File: src/rtl/bg_scroll_renderer.sv
// Full-screen background renderer: stretches an indexed image over the active area
// with per-frame horizontal scroll, an external 1-cycle ROM and a writable palette.
module bg_scroll_renderer #(
  parameter int unsigned IMG_W    = 512,
  parameter int unsigned IMG_H    = 480,
  parameter int unsigned SCREEN_W = 640,
  parameter int unsigned SCREEN_H = 480,
  parameter int unsigned BPP      = 4,
  parameter int unsigned ADDR_W   = 18
) (
  input  logic              vga_clk,
  input  logic              reset,
  input  logic [9:0]        DrawX,
  input  logic [9:0]        DrawY,
  input  logic              blank,
  input  logic [9:0]        scroll_x,
  input  logic              pal_we,
  input  logic [BPP-1:0]    pal_waddr,
  input  logic [11:0]       pal_wdata,
  output logic [ADDR_W-1:0] rom_address,
  input  logic [BPP-1:0]    rom_q,
  output logic [3:0]        red,
  output logic [3:0]        green,
  output logic [3:0]        blue
);

  localparam logic [11:0]       ImgW  = 12'(IMG_W);
  localparam logic [11:0]       ImgH  = 12'(IMG_H);
  localparam logic [11:0]       ScrW  = 12'(SCREEN_W);
  localparam logic [11:0]       ScrH  = 12'(SCREEN_H);
  localparam logic [ADDR_W-1:0] RowSz = ADDR_W'(IMG_W);

  logic [11:0]       dx, dy;
  logic [11:0]       sx_q, sx_d, err_x_q, err_x_d, err_x_sum;
  logic [11:0]       err_y_q, err_y_d, err_y_sum;
  logic [ADDR_W-1:0] base_q, base_d;
  logic [11:0]       scroll_q, scroll_d;
  logic [11:0]       col_sum, col;
  logic              blank_d1_q;
  logic [11:0]       rgb_q;
  logic [11:0]       pal_q [2**BPP];

  assign dx        = {2'b00, DrawX};
  assign dy        = {2'b00, DrawY};
  assign err_x_sum = err_x_q + ImgW;
  assign err_y_sum = err_y_q + ImgH;

  always_comb begin
    sx_d    = sx_q;
    err_x_d = err_x_q;
    if (dx >= ScrW) begin
      sx_d    = '0;
      err_x_d = '0;
    end else if (err_x_sum >= ScrW) begin
      sx_d    = sx_q + 12'd1;
      err_x_d = err_x_sum - ScrW;
    end else begin
      err_x_d = err_x_sum;
    end
  end

  // The last active line does not step, so the row base never reaches IMG_H rows.
  always_comb begin
    err_y_d = err_y_q;
    base_d  = base_q;
    if (dy >= ScrH) begin
      err_y_d = '0;
      base_d  = '0;
    end else if (dx == ScrW && dy != ScrH - 12'd1) begin
      if (err_y_sum >= ScrH) begin
        err_y_d = err_y_sum - ScrH;
        base_d  = base_q + RowSz;
      end else begin
        err_y_d = err_y_sum;
      end
    end
  end

  always_comb begin
    scroll_d = scroll_q;
    if (dy >= ScrH && {2'b00, scroll_x} < ImgW) begin
      scroll_d = {2'b00, scroll_x};
    end
  end

  // sx <= IMG_W and scroll < IMG_W, so one conditional subtract completes the wrap.
  assign col_sum     = sx_q + scroll_q;
  assign col         = (col_sum >= ImgW) ? col_sum - ImgW : col_sum;
  assign rom_address = base_q + ADDR_W'(col);

  always_ff @(posedge vga_clk) begin
    if (reset) begin
      sx_q     <= '0;
      err_x_q  <= '0;
      err_y_q  <= '0;
      base_q   <= '0;
      scroll_q <= '0;
    end else begin
      sx_q     <= sx_d;
      err_x_q  <= err_x_d;
      err_y_q  <= err_y_d;
      base_q   <= base_d;
      scroll_q <= scroll_d;
    end
  end

  // Palette read and write share an edge, so a same-index read sees the old entry.
  always_ff @(posedge vga_clk) begin
    if (reset) begin
      for (int i = 0; i < 2**BPP; i++) begin
        pal_q[i] <= '0;
      end
      blank_d1_q <= 1'b0;
      rgb_q      <= '0;
    end else begin
      if (pal_we) begin
        pal_q[pal_waddr] <= pal_wdata;
      end
      blank_d1_q <= blank;
      rgb_q      <= blank_d1_q ? pal_q[rom_q] : 12'h000;
    end
  end

  assign red   = rgb_q[11:8];
  assign green = rgb_q[7:4];
  assign blue  = rgb_q[3:0];

endmodule

File: config.mk
export PLATFORM = sky130hd
export DESIGN_NAME = bg_scroll_renderer
export DESIGN_NICKNAME = d
export VERILOG_FILES = /design/src/rtl/bg_scroll_renderer.sv
export SDC_FILE = /design/constraint.sdc
export NUM_CORES = 1
export LEC_CHECK = 0
export CAP_MARGIN = 20
export CORE_UTILIZATION = 30
export CTS_CLUSTER_SIZE = 28
export DETAILED_ROUTE_END_ITERATION = 16
export HOLD_SLACK_MARGIN = 0.05
export PLACE_DENSITY = 0.43
export SLEW_MARGIN = 10
export SYNTH_ARGS = -nofsm -noshare
export SYNTH_HDL_FRONTEND = slang
export SYNTH_SLANG_ARGS = --single-unit
File: constraint.sdc
create_clock -name vga_clk -period 9.4 [get_ports vga_clk]
set_clock_uncertainty 0.15 [all_clocks]
set_input_delay 1.88 -clock vga_clk [delete_from_list [all_inputs] [get_ports vga_clk]]
set_output_delay 1.88 -clock vga_clk [all_outputs]
set_load 0.01 [all_outputs]
# == Word level (Yosys, flattened, before mapping) ==
# Memories as Yosys holds them, arrays and structs flattened. A register that Yosys moved wholly into a read port is not among the register bits.
# Cells that the tools add are included.
# totals
regBits,65
ramBits,192
input_bits,54
mem_count,1
# mem_list
name,depth,word_bits,rd,rd_clocked_by_memory_dff,write_ports,line,rtl
pal_q,16,12,1,1,16,41,logic [11:0] pal_q [2**BPP];
# classes
n_addsub,9
order_cmp,6
eq_ne,2
mux,11
bitwise_logic,1
n_reduce_logical,7
# ops
op,count
12-bit 2-to-1 mux,4
"12-bit by 10-bit greater-or-equal comparator with 1-bit output, second input constant",2
"12-bit by 10-bit subtractor with 12-bit output, second input constant",2
"18-bit by 10-bit adder with 18-bit output, second input constant",1
18-bit by 12-bit adder with 18-bit output,1
"12-bit by 1-bit adder with 12-bit output, second input constant",1
12-bit by 10-bit adder with 12-bit output,1
"12-bit by 10-bit adder with 12-bit output, second input constant",1
"12-bit by 9-bit adder with 12-bit output, second input constant",1
"12-bit by 9-bit greater-or-equal comparator with 1-bit output, second input constant",1
12-bit OR reduction,1
"12-bit by 9-bit subtractor with 12-bit output, second input constant",1
"10-bit equality test, second input constant",1
"10-bit greater-or-equal comparator, second input constant",1
"10-bit by 9-bit greater-or-equal comparator with 1-bit output, second input constant",1
"10-bit < comparator, second input constant",1
"10-bit by 9-bit inequality test with 1-bit output, second input constant",1
1-bit 2-to-1 mux,6
2-bit OR reduction,3
4-bit 2-to-1 mux,1
1-bit logical AND,2
2-bit AND reduction,1
1-bit NOT,1

# == Longest topological paths before layout ==
# logic_depth
word_depth,5
ltp_mapped,14

# == Least setup slack after synthesis ==
# OpenSTA, ideal clock, no wires.
# synth_timing
kind,reg2out
startpoint,register sx_q[2]
endpoint,output port rom_address[17]
t_arrival_ns,3.446
slack_ns,3.924
path_stages_with_launch,14
path_buffers,1
path_cell_list,dfxtp_1 ha_1 o211ai_1 o211a_1 or4b_2 and4_1 clkbuf_1 ha_1 a21o_1 fa_1 nor2b_1 o21ai_0 nor2_1 xor2_1
# synth_between
elab_chain_cells,4
word_cells_on_any_way,5
classes_between,add/sub (3); order compare (1); mux (1)
# synth_lines
element,line,rtl
start: declaration,34,"logic [11:0] sx_q, sx_d, err_x_q, err_x_d, err_x_sum;"
start signal: assignment,93,sx_q <= '0;
start signal: assignment,99,sx_q <= sx_d;
12-bit by 10-bit adder with 12-bit output *,87,assign col_sum = sx_q + scroll_q;
12-bit by 10-bit subtractor with 12-bit output or 12-bit by 10-bit greater-or-equal comparator with 1-bit output (tied branches),88,assign col = (col_sum >= ImgW) ? col_sum - ImgW : col_sum;
12-bit 2-to-1 mux *,88,
18-bit by 12-bit adder with 18-bit output *,89,assign rom_address = base_q + ADDR_W'(col);
end: declaration,20,"output logic [ADDR_W-1:0] rom_address,"
# Every way passes the cells marked *; elsewhere a longest branch is shown, timed or not.

# == Final worst setup path ==
# layout_timing
startpoint,register sx_q[0]
endpoint,output port rom_address[17]
# Same word-level chain as after synthesis.

==> results.json <==
{
  "status": "finished, final reports clean",
  "fin_crit_ps": 6901,
  "hpwlAfterDp_mm": 19.37,
  "drive_above_1_share_pct": 14.54,
  "place_congestion": 0.7851,
  "worstHoldEndpoint": "scroll_q[9]$_SDFFE_PP0P_",
  "cts_resized": 0,
  "yosysTopAreaCell": "edfxtp_1",
  "rsz0062_at_grt": "no",
  "start_util_pct": 30.72,
  "ys_types": 58,
  "holdCritStartpoint": "scroll_q[9]$_SDFFE_PP0P_",
  "setup_viol": 0,
  "grt_usage_pct": 14.83,
  "syn_nets": 991,
  "synthTopCellsByCount": "and2_1, edfxtp_1, nor2_1",
  "synth_area_leaders": "edfxtp_1, mux4_2, and2_1",
  "die_h_um": 202.1,
  "worstHoldPathCells": 1,
  "drc": 0,
  "placed_cell_area_mm2": 0.01338,
  "cts_buffers": 29,
  "core_mm2": 0.03910,
  "slew_headroom_pct": 33.21,
  "grt-ovfl-total": 0,
  "timing.fmax_mhz": 144.9,
  "num_vias": 7080,
  "clk_latency_ps": 560,
  "crit_path_start_kind": "register",
  "final_cell_count_no_fill": 1530,
  "setup_tns_ps": 0,
  "htree_levels": 1,
  "grt_pass1_wl_mm": 45.60,
  "dr.first_iter.drc_count": 257,
  "synthDominantCellAreaShare_pct": 48.00,
  "dieWidth_um": 202.1,
  "synth-edff-count": 192,
  "ir_worst_vdd_v": 0.00008792,
  "hold_buffers": 0,
  "nFillCells": 3848,
  "vias_per_cell": 4.627,
  "cp.arrival_ps": 4870,
  "grt_max_degree": 49,
  "pre_cts_ws_ps": 3058,
  "die-area_mm2": 0.04084,
  "yosys_most_used_dff": "edfxtp_1",
  "post-route-period-util_pct": 73.41,
  "ff2ff_setup_slack_ps": 6360,
  "maxSlewViolCount": 0,
  "routedWlPerCell_um": 19.60,
  "row_count": 72,
  "maxCapViolCount": 0,
  "dp_cells": 1475,
  "min_path_type": "reg2reg",
  "ioPinCount": 84,
  "setup_ws_ps": 2499,
  "clockBufferDepth": 3,
  "synth-seq-area-share_pct": 57.33,
  "cellPowerDensity_mw_per_mm2": 190.4,
  "path_clk_slew_ps": 60,
  "postSynthAreaPerCell_um2": 13.14,
  "r2r-end": "base_q[11]$_SDFFE_PP0P_",
  "ant_nets": 0,
  "synth_seq_cells": 248,
  "crit_fanout": 6,
  "design_area_mm2": 0.01438,
  "wirelength_mm": 29.98,
  "grt_pass1_vias": 7338,
  "criticalPathCategory": "reg2out",
  "syn_inst": 914,
  "crit_path_end_kind": "output port",
  "area_growth_pct": 19.68,
  "grt_antenna_before_repair": 1,
  "nNetsFinal": 1065,
  "timing.final.hold_violations": 0,
  "cts_root_buffer": "clkbuf_16",
  "worstMarginPinSlew_ps": 998.1,
  "syn-cell-area_mm2": 0.01201,
  "cts_tree": "yes",
  "async_flop_share_pct": 0,
  "cp.required_ps": 7370,
  "ys_warn_count": 0,
  "cts_setup_buffers": 0,
  "clock_sinks": 248,
  "yosysMostFrequentCell": "and2_1",
  "p_leak_nw": 5.111,
  "dr.pass1.iters": 4,
  "portBuffers": 83,
  "multi_input_area_mm2": 0.004841,
  "reg2reg_depth": 8,
  "r2r_start": "err_y_q[5]$_SDFFE_PP0P_",
  "regArea_mm2": 0.006887
}
worst max path at each step:
stage / start / endpoint / slack [ps] / cells past startpoint
after floorplan: sx_q[2]$_SDFFE_PP0N_ / rom_address[17] / 3920 / 13
after global placement: sx_q[0]$_SDFFE_PP0N_ / rom_address[17] / 3120 / 15
after detailed placement: sx_q[0]$_SDFFE_PP0N_ / rom_address[15] / 3060 / 15
after CTS: sx_q[0]$_SDFFE_PP0N_ / rom_address[15] / 2450 / 15
after global routing: sx_q[0]$_SDFFE_PP0N_ / rom_address[17] / 2150 / 15
final: sx_q[0]$_SDFFE_PP0N_ / rom_address[17] / 2500 / 15
sequential cells by signal (all words and copies together) (netlist names):
signal / count
sx_q: 12
pal_q: 192
blank_d1_q: 1
err_y_q: 7
rgb_q: 12
base_q: 9
scroll_q: 10
err_x_q: 5
cells by family (layout without fill, tap and decap cells):
group                    count (synthesis)  count (layout)  share of synthesized area, %
AND/OR/NAND/NOR                        382             382                         18.20
flip-flops                             248             248                         57.33
AO/OA/AOI/OAI                           77              77                         4.469
multiplexers                            73              73                         12.34
buffers and inverters                   73             170                         2.365
XOR/XNOR                                38              38                         2.771
adder cells (fa/ha/maj)                 23              23                         2.521
other                                    0               1                             0
area by class of cell:
cell class	instances	area share [%]
well taps	518	4.509
diodes	1	0.01741
inverters	18	0.4700
clock inverters	19	1.619
clock buffers	35	5.275
repair buffers	98	6.528
multi-input cells	593	33.68
flip-flops and latches	248	47.91
routing by layer:
layer	track usage [%]	routed length, µm	up-vias
li1	-	-	3470
met2	24.74	14260	85
met4	3.357	422	0
met5	0	0	-
met1	20.43	14220	3491
met3	2.032	1078	34
placed cells by master, fill, tap and decap left out, drive strengths merged, types with 3 or more instances in the layout:
master,synthesis,final
and2,194,194
edfxtp,192,192
clkdlybuf4s50,0,81
nor2,64,64
mux4,60,60
dfxtp,56,56
clkbuf,46,35
a21oi,24,24
nand2,22,22
ha,21,21
xor2,20,20
inv,18,19
xnor2,18,18
or2,17,17
buf,9,17
nor2b,16,16
nand3,13,13
o21ai,13,13
mux2i,12,12
clkinv,0,12
nand2b,11,11
nand4,10,10
nor3,10,10
a21o,7,7
and3,5,5
bufinv,0,5
a211oi,4,4
and4,4,4
or3,4,4
o21a,3,3
o211ai,3,3
o31ai,3,3
nor4,3,3
nand4b,3,3
nor3b,3,3
a2111oi,3,3
worst max-delay path, stage by stage (launching register included):
cell	delay [ps]
dfxtp_1	360
ha_1	260
fa_1	430
a211o_1	330
a21oi_1	260
o211ai_1	170
xnor2_1	300
ha_1	220
nor2_1	50
a21o_1	180
ha_1	310
nor2b_1	140
o21ai_0	480
nor2_1	130
xor2_1	160
clkdlybuf4s50_1	550
stage by stage:
| step | utilization, % | hold slack (ps) | power, mW |
|---|---|---|---|
| floorplan | - | 310.0 | 1.475 |
| global placement | 34.23 | 323.1 | 1.589 |
| detailed placement | 34.23 | 326.2 | 1.590 |
| CTS | 36.76 | 333.9 | 2.780 |
| global route | 36.77 | 352.1 | 2.846 |
| finish | 36.77 | 332.5 | 2.738 |
where the power goes:
group	switching, mW	internal, mW
logic	0.160	0.134
clock network	0.465	0.712
registers	0.0234	1.24
total	0.648	2.09
(Power assumes the default switching activity.)
